File: src/rtl/mem_sequencer_if.sv
// Request/SRAM bundle between the two requesters, the sequencer and the SRAM pads.
// reqN is a level held by the requester until it samples doneN=1; doneN is a one-cycle pulse.
interface mem_sequencer_if #(
    parameter int ADDR_W = 16,
    parameter int DATA_W = 16
);
    logic              req0;
    logic              req1;
    logic              we0;
    logic              we1;
    logic [ADDR_W-1:0] addr0;
    logic [ADDR_W-1:0] addr1;
    logic [DATA_W-1:0] wdata0;
    logic [DATA_W-1:0] wdata1;
    logic              done0;
    logic              done1;
    logic [DATA_W-1:0] rdata;
    logic [ADDR_W-1:0] Mem_ADDR;
    logic [DATA_W-1:0] Mem_DOUT;
    logic [DATA_W-1:0] Mem_DIN;
    logic              Mem_DOE;
    logic              Mem_CE;
    logic              Mem_UB;
    logic              Mem_LB;
    logic              Mem_OE;
    logic              Mem_WE;

    modport slave (
        input  req0, req1, we0, we1, addr0, addr1, wdata0, wdata1, Mem_DIN,
        output done0, done1, rdata, Mem_ADDR, Mem_DOUT, Mem_DOE,
               Mem_CE, Mem_UB, Mem_LB, Mem_OE, Mem_WE
    );

    modport master (
        output req0, req1, we0, we1, addr0, addr1, wdata0, wdata1, Mem_DIN,
        input  done0, done1, rdata, Mem_ADDR, Mem_DOUT, Mem_DOE,
               Mem_CE, Mem_UB, Mem_LB, Mem_OE, Mem_WE
    );
endinterface

File: src/rtl/mem_sequencer.sv
// Two-port round-robin SRAM sequencer: arbitrate in IDLE, then run a fixed
// setup / strobe (WAIT_CYCLES wide) / recover sequence on the active-low strobes.
module mem_sequencer #(
    parameter int ADDR_W      = 16,
    parameter int DATA_W      = 16,
    parameter int WAIT_CYCLES = 2
) (
    input  logic           Clk,
    input  logic           Reset,
    mem_sequencer_if.slave bus,
    output logic [1:0]     o_dbg_state
);
    typedef enum logic [1:0] {
        S_IDLE    = 2'd0,
        S_SETUP   = 2'd1,
        S_STROBE  = 2'd2,
        S_RECOVER = 2'd3
    } state_t;

    localparam logic [3:0] CNT_LOAD = 4'(WAIT_CYCLES - 1);

    state_t            r_state;
    state_t            w_next_state;
    logic [3:0]        r_cnt;
    logic              r_owner;
    logic              r_last;
    logic              r_we;
    logic [ADDR_W-1:0] r_addr;
    logic [DATA_W-1:0] r_wdata;
    logic [DATA_W-1:0] r_rdata;
    logic              w_any_req;
    logic              w_grant1;

    // On a tie the port that did not own the previous transaction wins.
    assign w_any_req = bus.req0 | bus.req1;
    assign w_grant1  = bus.req1 & (~bus.req0 | ~r_last);

    always_ff @(posedge Clk or negedge Reset) begin
        if (!Reset) r_state <= S_IDLE;
        else        r_state <= w_next_state;
    end

    always_comb begin
        w_next_state = r_state;
        case (r_state)
            S_IDLE:    if (w_any_req) w_next_state = S_SETUP;
            S_SETUP:   w_next_state = S_STROBE;
            S_STROBE:  if (r_cnt == 4'd0) w_next_state = S_RECOVER;
            S_RECOVER: w_next_state = S_IDLE;
            default:   w_next_state = S_IDLE;
        endcase
    end

    always_ff @(posedge Clk or negedge Reset) begin
        if (!Reset) begin
            r_cnt   <= 4'd0;
            r_owner <= 1'b0;
            r_last  <= 1'b1;
            r_we    <= 1'b0;
            r_addr  <= '0;
            r_wdata <= '0;
            r_rdata <= '0;
        end else begin
            case (r_state)
                S_IDLE: begin
                    if (w_any_req) begin
                        r_owner <= w_grant1;
                        r_last  <= w_grant1;
                        r_we    <= w_grant1 ? bus.we1    : bus.we0;
                        r_addr  <= w_grant1 ? bus.addr1  : bus.addr0;
                        r_wdata <= w_grant1 ? bus.wdata1 : bus.wdata0;
                    end
                end
                S_SETUP: r_cnt <= CNT_LOAD;
                S_STROBE: begin
                    if (r_cnt == 4'd0) begin
                        if (!r_we) r_rdata <= bus.Mem_DIN;
                    end else begin
                        r_cnt <= r_cnt - 4'd1;
                    end
                end
                default: ;
            endcase
        end
    end

    // Outputs decode registered state only, so reset forces the strobes high at once.
    always_comb begin
        bus.Mem_CE   = (r_state == S_IDLE);
        bus.Mem_UB   = (r_state == S_IDLE);
        bus.Mem_LB   = (r_state == S_IDLE);
        bus.Mem_OE   = !((r_state == S_STROBE) && !r_we);
        bus.Mem_WE   = !((r_state == S_STROBE) && r_we);
        bus.Mem_DOE  = (r_state != S_IDLE) && r_we;
        bus.done0    = (r_state == S_RECOVER) && !r_owner;
        bus.done1    = (r_state == S_RECOVER) && r_owner;
        bus.Mem_ADDR = r_addr;
        bus.Mem_DOUT = r_wdata;
        bus.rdata    = r_rdata;
        o_dbg_state  = r_state;
    end
endmodule

File: src/flat_wrapper.sv
// flat-port wrapper written by rule: the top's interface ports become plain ports
module mem_sequencer_flat 
#(
    parameter int ADDR_W      = 16,
    parameter int DATA_W      = 16,
    parameter int WAIT_CYCLES = 2
)
  (Clk, Reset, o_dbg_state, bus_req0, bus_req1, bus_we0, bus_we1, bus_addr0, bus_addr1, bus_wdata0, bus_wdata1, bus_Mem_DIN, bus_done0, bus_done1, bus_rdata, bus_Mem_ADDR, bus_Mem_DOUT, bus_Mem_DOE, bus_Mem_CE, bus_Mem_UB, bus_Mem_LB, bus_Mem_OE, bus_Mem_WE);
  mem_sequencer_if #(.ADDR_W(ADDR_W), .DATA_W(DATA_W)) bus_i ();
  input  logic Clk;
  input  logic Reset;
  output logic [1:0] o_dbg_state;
  input wire logic [$bits(bus_i.req0)-1:0] bus_req0;
  input wire logic [$bits(bus_i.req1)-1:0] bus_req1;
  input wire logic [$bits(bus_i.we0)-1:0] bus_we0;
  input wire logic [$bits(bus_i.we1)-1:0] bus_we1;
  input wire logic [$bits(bus_i.addr0)-1:0] bus_addr0;
  input wire logic [$bits(bus_i.addr1)-1:0] bus_addr1;
  input wire logic [$bits(bus_i.wdata0)-1:0] bus_wdata0;
  input wire logic [$bits(bus_i.wdata1)-1:0] bus_wdata1;
  input wire logic [$bits(bus_i.Mem_DIN)-1:0] bus_Mem_DIN;
  output wire logic [$bits(bus_i.done0)-1:0] bus_done0;
  output wire logic [$bits(bus_i.done1)-1:0] bus_done1;
  output wire logic [$bits(bus_i.rdata)-1:0] bus_rdata;
  output wire logic [$bits(bus_i.Mem_ADDR)-1:0] bus_Mem_ADDR;
  output wire logic [$bits(bus_i.Mem_DOUT)-1:0] bus_Mem_DOUT;
  output wire logic [$bits(bus_i.Mem_DOE)-1:0] bus_Mem_DOE;
  output wire logic [$bits(bus_i.Mem_CE)-1:0] bus_Mem_CE;
  output wire logic [$bits(bus_i.Mem_UB)-1:0] bus_Mem_UB;
  output wire logic [$bits(bus_i.Mem_LB)-1:0] bus_Mem_LB;
  output wire logic [$bits(bus_i.Mem_OE)-1:0] bus_Mem_OE;
  output wire logic [$bits(bus_i.Mem_WE)-1:0] bus_Mem_WE;
  assign bus_i.req0 = bus_req0;
  assign bus_i.req1 = bus_req1;
  assign bus_i.we0 = bus_we0;
  assign bus_i.we1 = bus_we1;
  assign bus_i.addr0 = bus_addr0;
  assign bus_i.addr1 = bus_addr1;
  assign bus_i.wdata0 = bus_wdata0;
  assign bus_i.wdata1 = bus_wdata1;
  assign bus_i.Mem_DIN = bus_Mem_DIN;
  assign bus_done0 = bus_i.done0;
  assign bus_done1 = bus_i.done1;
  assign bus_rdata = bus_i.rdata;
  assign bus_Mem_ADDR = bus_i.Mem_ADDR;
  assign bus_Mem_DOUT = bus_i.Mem_DOUT;
  assign bus_Mem_DOE = bus_i.Mem_DOE;
  assign bus_Mem_CE = bus_i.Mem_CE;
  assign bus_Mem_UB = bus_i.Mem_UB;
  assign bus_Mem_LB = bus_i.Mem_LB;
  assign bus_Mem_OE = bus_i.Mem_OE;
  assign bus_Mem_WE = bus_i.Mem_WE;
  mem_sequencer #(.ADDR_W(ADDR_W), .DATA_W(DATA_W), .WAIT_CYCLES(WAIT_CYCLES)) u_core (.Clk(Clk), .Reset(Reset), .bus(bus_i), .o_dbg_state(o_dbg_state));
endmodule
File: config.mk
export PLATFORM = sky130hd
export DESIGN_NAME = mem_sequencer_flat
export DESIGN_NICKNAME = d
export VERILOG_FILES = /design/src/rtl/mem_sequencer_if.sv /design/src/rtl/mem_sequencer.sv /design/src/flat_wrapper.sv
export SDC_FILE = /design/constraint.sdc
export NUM_CORES = 1
export LEC_CHECK = 0
export CORE_UTILIZATION = 42
export CTS_CLUSTER_SIZE = 16
export DETAILED_ROUTE_END_ITERATION = 6
export GPL_ROUTABILITY_DRIVEN = 0
export PLACE_DENSITY = 0.83
export SLEW_MARGIN = 0
export SYNTH_ARGS = -nofsm -noshare
export SYNTH_HDL_FRONTEND = slang
export SYNTH_SLANG_ARGS = --single-unit
File: constraint.sdc
create_clock -name Clk -period 3 [get_ports Clk]
set_input_delay 0.3 -clock Clk [delete_from_list [all_inputs] [get_ports Clk]]
set_output_delay 0.3 -clock Clk [all_outputs]
set_load 0.02 [all_outputs]
### After elaboration in Yosys (flattened, before gate mapping)

Index checks and enable logic that the tools add are counted.

* register bits: 57
* latch bits: 0
* RAM bits: 0
* memory bits (read-only): 0
* input bits: 86
* output and inout port bits: 58
* word-level logic and storage cells: 46
* memories kept: 0

* add/subtract/negate cells: 1
* multipliers: 0
* divide/modulo/power cells: 0
* order comparisons: 0
* equal/unequal tests: 6
* shift-type cells: 0
* multiplexer cells: 8
* bitwise operators: 6
* reductions and logical operators: 17

Operators by type and width (count)
* $mux W16: 2
* $pmux W2 S4: 1
* $pmux W4 S2: 1
* $reduce_and A2 Y1: 3
* $logic_and A1 B1 Y1: 5
* $eq A2 B2 Y1 const B: 2
* $logic_not A1 Y1: 4
* $logic_not A4 Y1: 1
* $mux W2: 2
* $mux W4: 1
* $ne A2 B1 Y1 const B: 2
* $reduce_bool A2 Y1: 2
* $sub A4 B1 Y4 const B: 1
* $not A1 Y1: 3
* $reduce_and A3 Y1: 1
* $eq A2 B1 Y1 const B: 1
* $logic_not A2 Y1: 1
* $ne A2 B2 Y1 const B: 1
* $or A1 B1 Y1: 2
* $and A1 B1 Y1: 1
* $mux W1: 1

### Logic depth before layout (Yosys ltp)

Gate-level depths: netlist of the first run.

* word-level depth: 4
* mapped depth: 7
* depth with buffers taken out: 5

### Least setup slack after synthesis of the first run

Ideal clock, no wire load.

* kind: reg-to-reg
* start point: register u_core.r_state[0], in the netlist u_core.o_dbg_state[0]
* end point: register u_core.r_rdata[10], in the netlist u_core.bus.rdata[10]
* library setup time: 0.125 ns
* arrival: 1.849 ns
* data required time: 2.875 ns
* slack: 1.026 ns
* cell stages (with the launch flop): 8
* buffers on the path: 2
* period minus slack after synthesis: 1.974 ns
* path through: dfrtp_1 -> inv_1 -> ha_1 -> nand2b_1 -> or2_1 -> buf_6 -> buf_12 -> mux2_4

* cells in the longest elaborated chain, start to end: 2

Ends and longest elaborated chain
* from (decl): line mem_sequencer.sv:22 `state_t r_state;`
* from (signal assigned): line mem_sequencer.sv:40 `else r_state <= w_next_state;`
* $eq A2 B2 Y1: line mem_sequencer.sv:64 `case (r_state)`
* $reduce_and A3 Y1 (no source line)
* to (signal assigned): line mem_sequencer.sv:77 `if (!r_we) r_rdata <= bus.Mem_DIN;`
* to (decl): line mem_sequencer.sv:30 `logic [DATA_W-1:0] r_rdata;`

No other way between the ends.
A chain may end at the register's enable or synchronous reset.

### Worst setup path in the final report of the first run

* start point: register u_core.r_state[0], in the netlist u_core.o_dbg_state[0]
* end point: output bus_Mem_CE

* cells in the longest elaborated chain, start to end: 1

Ends and longest elaborated chain
* $logic_not A2 Y1: line mem_sequencer.sv:89 `bus.Mem_CE = (r_state == S_IDLE);`
* to (decl): line flat_wrapper.sv:28 `output wire logic [$bits(bus_i.Mem_CE)-1:0] bus_Mem_CE;`

No other way between the ends.

==> reports/metrics.csv, run 1 <==
metric,value,unit
via_count_of_the_first_global_routing_pass,2168,
num-nets-final,463,
period_needed,2.28,ns
grt_pass1_wl,9920,um
globalRoute.totalOverflow,0,
grt_start_max_net_pins,68,
hold_violations_final,0,
io_pins,144,
peakVddDrop,543,uV
clock_sinks,57,
clock_pin_transition_on_the_worst_setup_and_hold_timing_paths,0.06,ns
detailroute.via_count,2247,
r2r-start,u_core.r_cnt[0]$_DFFE_PN0P_,
cp.required,2.70,ns
finalSetupViolCount,0,
postSynth.topFlopCell,dfrtp_1,
synth.top_cell.area_share,0.531,
synth_cell_type_count,30,
port_buffers,143,
drive_gt1_frac,0.106,
start_kind,flop,
routing_layer_with_the_top_usage_in_global_route,met2,
number_of_iterations_in_the_first_detailed_routing_pass,4,
route.final.wire_length,6450,um
cts_tree,yes,
unrepaired_setup_endpoints_after_global_routing,no,
dpl_worst_slack,0.782,ns
global_route.usage.total,0.205,
cellLeakagePower,1.92,nW
gr-usage-met3,0.0933,
detail_route.iter0.violations,63,
grt_util_met2,0.354,
synth_seq_cells,57,
fin_setup_tns,0,ns
synth.top_cells.by_count,"dfrtp_1, nand2_1, mux2i_1, o21ai_0, mux2_4",
max_clock_freq,0.438,GHz
critical_path_peak_fanout,10,
maxSlewViolCount,0,
yosysWarningCount,0,
grt_antenna_before_repair,0,
cts_max_path_buffers,2,
worst_setup_path_startpoint,u_core.o_dbg_state[0]$_DFFE_PN0P_,
worst-r2r-setup-slack,0.83,ns
postCtsSetupRepairBufs,0,
finalWorstSetupSlack,0.717,ns
die_width,81.3,um
die_area,6610,um^2
yosys.area.top_type,dfrtp_1,
die_h,81.3,um
timing.slew.headroom,0.400,
finClkSkew,0.00952,ns
result_of_the_run,completed,
reg2reg_to,u_core.bus.rdata[15]$_DFFE_PN0P_,
clock_tree.root_cell,clkbuf_8,
timing_worst_slew_pin_value,0.901,ns
core_area,5990,um^2
worst_skew_pair.late_latency,0.33,ns
synth_enable_flop_cells,0,
synth.yosys.seq_area_share,0.541,
syn-mean-instance-area,11.6,um^2
detailed_place_hpwl,4860,um
post-route-drc-count,0,
number_of_nets_still_failing_antenna_checks_after_routing,0,
maxCapViolCount,0,
synth_area_leaders,"dfrtp_1, mux2i_1, o21ai_0",
post-route-period-util,0.761,
worst_ep_arrival_time,1.98,ns
start_util,0.441,
syn-num-nets,319,
insertedDiodeCount,0,
fp-row-count,28,
critical_path.endpoint_type,output port,
vias_per_cell,4.98,
rr_worst_depth,5,
synth.most_common_cell,dfrtp_1,
clock_tree.htree_level_count,3,
detail_route.wl_per_cell,14.3,um
postSynthCellCount,228,
p_per_area,1010,nW/um^2
area_growth,63.6,%
hold_class,input pin to asynchronous set/reset pin,
post_cts_resize_count,0,
criticalPathCategory,flop to output port,
globalRouteMet1Util,0.220,
synthArstFlopShare,1.00,
synth_area,2640,um^2
numCtsBuffers,9,
## critical path, stage by stage, from the launching register on
cell             delay (ns)
dfrtp_1                0.43
inv_1                  0.10
ha_1                   0.43
clkdlybuf4s50_1        0.69
## placed cells by master, fill, tap and decap left out, types with 2 or more instances in the layout
cell type | synthesis | routed
nand2b_1 | 2 | 2
clkbuf_1 | 7 | 2
mux2_4 | 10 | 10
mux2_2 | 7 | 7
clkinv_2 | 0 | 3
clkbuf_8 | 0 | 9
nand2_1 | 38 | 38
dfrtp_1 | 56 | 56
buf_4 | 2 | 3
nor2b_1 | 2 | 2
clkdlybuf4s50_1 | 0 | 142
inv_1 | 6 | 6
o21ai_0 | 34 | 33
ha_1 | 5 | 5
a21oi_1 | 3 | 3
mux2i_1 | 36 | 36
## routing by layer
| metal | routed length (um) | up-vias |
|---|---|---|
| met5 | 0 | - |
| met4 | 44 | 0 |
| met3 | 561 | 4 |
| met2 | 3290 | 100 |
| met1 | 2550 | 1071 |
| li1 | - | 1072 |
## where the power goes
group / internal, mW / switching, mW / leakage [nW]
combinational: 1.18 / 1.13 / 1.14
sequential: 1.16 / 0.226 / 0.691
clock: 0.375 / 0.287 / 0.0929
## worst max path at each step
| stage | to | slack (ns) | cells past startpoint |
|---|---|---|---|
| 2_1_floorplan | u_core.bus.rdata[10]$_DFFE_PN0P_ | 1.03 | 7 |
| 3_3_place_gp | u_core.bus.Mem_DOUT[1]$_DFFE_PN0P_ | 0.84 | 5 |
| 3_5_place_dp | u_core.r_we$_DFFE_PN0P_ | 0.78 | 5 |
| 4_1_cts | bus_Mem_CE | 0.68 | 3 |
| 5_1_grt | bus_Mem_UB | 0.60 | 3 |
| 6_report | bus_Mem_CE | 0.72 | 3 |
## per-stage QoR
| stage | std cells | cell area [um^2] | hold WS (ns) | util | total power, mW |
|---|---|---|---|---|---|
| final | 451 | 4320 | 0.420 | 0.721 | 4.35 |
| after global routing | 451 | 4320 | 0.457 | 0.721 | 4.64 |
| after CTS | 451 | 4320 | 0.415 | 0.721 | 4.41 |
| after detailed placement | 435 | 4130 | 0.242 | 0.690 | 3.73 |
| after global placement | 435 | 4130 | 0.235 | 0.690 | 3.66 |
| after floorplan | 228 | 2640 | 0.00441 | - | 2.66 |
## repair_timing
item | CTS | global route
hold endpoints to repair | 16 | 0
setup endpoints to repair | 0 | 0
hold buffers | 1 | 0
## state kept, by name (all words and copies together), names as in the netlist
register / count
u_core.bus.Mem_ADDR: 16
u_core.bus.Mem_DOUT: 16
u_core.bus.rdata: 16
u_core.r_cnt: 4
u_core.o_dbg_state: 2
u_core.r_last: 1
u_core.r_owner: 1
u_core.r_we: 1
## kinds of logic (layout without fill, tap and decap cells)
kind of cell | Yosys count | in the layout | synth area share
compound gates | 43 | 43 | 0.0872
fa+ha+maj | 5 | 5 | 0.0237
buf+inv | 21 | 169 | 0.0436
flops | 57 | 57 | 0.541
mux | 53 | 53 | 0.223
simple gates | 49 | 49 | 0.0815
## cell type report
class                   instances  area (um^2)
fillers                       465         1670
repair buffers                148         1480
flip-flops and latches         57         1430
multi-input cells             150         1120
clock buffers                  11          131
well taps                      75         93.8
clock inverters                 4         45.0
inverters                       6         22.5
Power figures use the tool's default switching activity.
==> inputs of run 2 (changes only) <==
- CORE_UTILIZATION: 42 -> 39
- PLACE_DENSITY: 0.83 -> 0.78
- clock period: 3 -> 2.4 ns (I/O delays scaled with it)
==> run 2 against run 1 <==
Net effect: the run now ends with design-rule violations left; sequential power is 26% higher; clock skew is 0.0019 ns higher; utilization is 5.0 points lower; worst hold slack better by 0.051 ns; via count is 2.8% lower; wire length is 0.65% lower.
==> reports/metrics.csv, run 2 (same netlist as run 1, synthesis figures left out) <==
metric,value,unit,change
number_of_iterations_in_the_first_detailed_routing_pass,6,,+2
final_area,4340,um^2,+0.41%
clock_tree.root_cell,clkbuf_8,,
hold_violations_final,0,,unchanged
clock_tree.htree_level_count,3,,unchanged
criticalPathCategory,flop to output port,,
worst_setup_path_startpoint,u_core.o_dbg_state[0]$_DFFE_PN0P_,,
die_h,84.3,um,+3.7%
critPathSlowestCell,clkdlybuf4s50_1,,
cellLeakagePower,1.93,nW,+0.30%
p_per_area,1250,nW/um^2,+24%
num-nets-final,462,,-0.22%
violations,design-rule violations,,
max_clock_freq,0.453,GHz,
maxSlewViolCount,0,,unchanged
globalRoute.totalOverflow,0,,unchanged
grt_pass1_wl,10400,um,+5.2%
worst_ep_arrival_time,1.97,ns,about the same
path_buf_inv,2,,unchanged
mostFrequentLayoutCell,clkdlybuf4s50_1,,
post-route-drc-count,18,,+18
global_route.usage.total,0.190,,-0.0150
port_buffers,143,,unchanged
hold_class,input pin to asynchronous set/reset pin,,
detailed_place_hpwl,4810,um,-0.94%
finalSetupViolCount,0,,unchanged
finClkSkew,0.0114,ns,+0.00192 ns
rr_worst_depth,5,,unchanged
start_kind,flop,,
post_cts_resize_count,0,,unchanged
clock_sinks,57,,unchanged
die_width,84.3,um,+3.7%
result_of_the_run,"finished, violations left",,
period_needed,2.21,ns,
worstSetupPathDepth,3,,unchanged
fp-row-count,29,,+3.6%
maxCapViolCount,0,,unchanged
critical_path_peak_fanout,10,,unchanged
layout_common_cells,"clkdlybuf4s50_1, dfrtp_1, nand2_1, mux2i_1, o21ai_0",,
area_growth,64.3,%,
fin_setup_tns,0,ns,unchanged
cts_tree,yes,,
worst_skew_pair.late_latency,0.32,ns,about the same
peakVddDrop,598,uV,+10%
clock_pin_transition_on_the_worst_setup_and_hold_timing_paths,0.07,ns,about the same
detail_route.wl_per_cell,14.1,um,-1.1%
via_count_of_the_first_global_routing_pass,2186,,+0.83%
io_pins,144,,unchanged
detail_route.iter0.violations,53,,-16%
number_of_nets_still_failing_antenna_checks_after_routing,0,,unchanged
numCtsBuffers,9,,unchanged
worst-r2r-setup-slack,0.27,ns,-0.56 ns
insertedDiodeCount,0,,unchanged
start_util,0.409,,-0.0319
grt_start_max_net_pins,68,,unchanged
drive_gt1_frac,0.106,,unchanged
worstSetupEndpoint,bus_Mem_CE,,
unrepaired_setup_endpoints_after_global_routing,no,,
core_area,6460,um^2,+7.8%
die_area,7100,um^2,+7.5%
critPathMaxStageDelay,0.69,ns,about the same
cts_max_path_buffers,2,,unchanged
detailroute.via_count,2184,,-2.8%
post-route-period-util,0.921,,
post_dp_cell_area,4150,um^2,+0.48%
path_cells,"inv_1, ha_1, clkdlybuf4s50_1",,
r2r-start,u_core.r_cnt[0]$_DFFE_PN0P_,,
timing.slew.headroom,0.430,,+0.0300
route.final.wire_length,6410,um,-0.65%
cp.required,2.16,ns,-0.54 ns
timing_worst_slew_pin_value,0.856,ns,-0.0450 ns
critical-path-top-delay-family,buffers and inverters,,
vias_per_cell,4.82,,-3.2%
reg2reg_to,u_core.bus.rdata[7]$_DFFE_PN0P_,,
critical_path.endpoint_type,output port,,
grt_antenna_before_repair,0,,unchanged
## run 2: changes by cell type in the layout (fill, tap and decap cells not counted)
cell,previous run,this run
buf_12,1,3
buf_4,3,0
bufinv_16,1,0
clkbuf_8,9,11
## run 2: layer usage
metal | up-vias | track usage | wire (um)
met5 | - | 0 | 0
met4 | 0 | 0.0799 | 98
met1 | 1021 | 0.224 | 2570
li1 | 1066 | - | -
met3 | 8 | 0.0570 | 530
met2 | 89 | 0.324 | 3210
## run 2: worst min path at each step
stage | endpoint | slack [ns] | cells past startpoint
after floorplan | u_core.bus.Mem_ADDR[0]$_DFFE_PN0P_ | -0.06 | 0
final | u_core.o_dbg_state[0]$_DFFE_PN0P_ | 0.47 | 2
after CTS | u_core.o_dbg_state[0]$_DFFE_PN0P_ | 0.48 | 2
after global routing | u_core.bus.Mem_ADDR[11]$_DFFE_PN0P_ | 0.52 | 2
after global placement | u_core.r_owner$_DFFE_PN0P_ | 0.29 | 1
after detailed placement | u_core.r_owner$_DFFE_PN0P_ | 0.30 | 1
## run 2: worst register-to-register path: stages (launching register included)
cell and delay (ns):
dfrtp_1 0.41, inv_1 0.07, ha_1 0.17, or3b_4 0.40, or2_1 0.53, mux2_4 0.42
## run 2: final cells by class
| type | count | area, um^2 |
|---|---|---|
| Timing Repair Buffer | 147 | 1500 |
| Multi-Input combinational cell | 150 | 1120 |
| Clock buffer | 13 | 159 |
| Sequential cell | 57 | 1430 |
| Fill cell | 530 | 2120 |
| Clock inverter | 3 | 15.0 |
| Inverter | 6 | 22.5 |
| Tap cell | 77 | 96.3 |
## run 2: power breakdown
part           internal [mW]  switching, mW  total [mW]
registers               1.45          0.291        1.74
clock network          0.426          0.347       0.774
logic                   1.49           1.42        2.91
total                   3.36           2.06        5.42
## run 2: what timing repair did
item                      in CTS  in global routing
hold buffers                   1                  0
setup buffers                  0                  0
hold endpoints to repair      25                  0
## run 2: through the flow
stage | worst slack, ns | utilization | total power, mW | hold slack [ns] | instances
3_3_place_gp | 0.353 | 0.643 | 4.60 | 0.289 | 436
2_1_floorplan | 0.426 | - | 3.32 | -0.0556 | 228
4_1_cts | 0.155 | 0.671 | 5.49 | 0.480 | 453
6_report | 0.190 | 0.671 | 5.42 | 0.471 | 453
5_1_grt | 0.0643 | 0.671 | 5.78 | 0.517 | 453
3_5_place_dp | 0.268 | 0.643 | 4.69 | 0.298 | 436
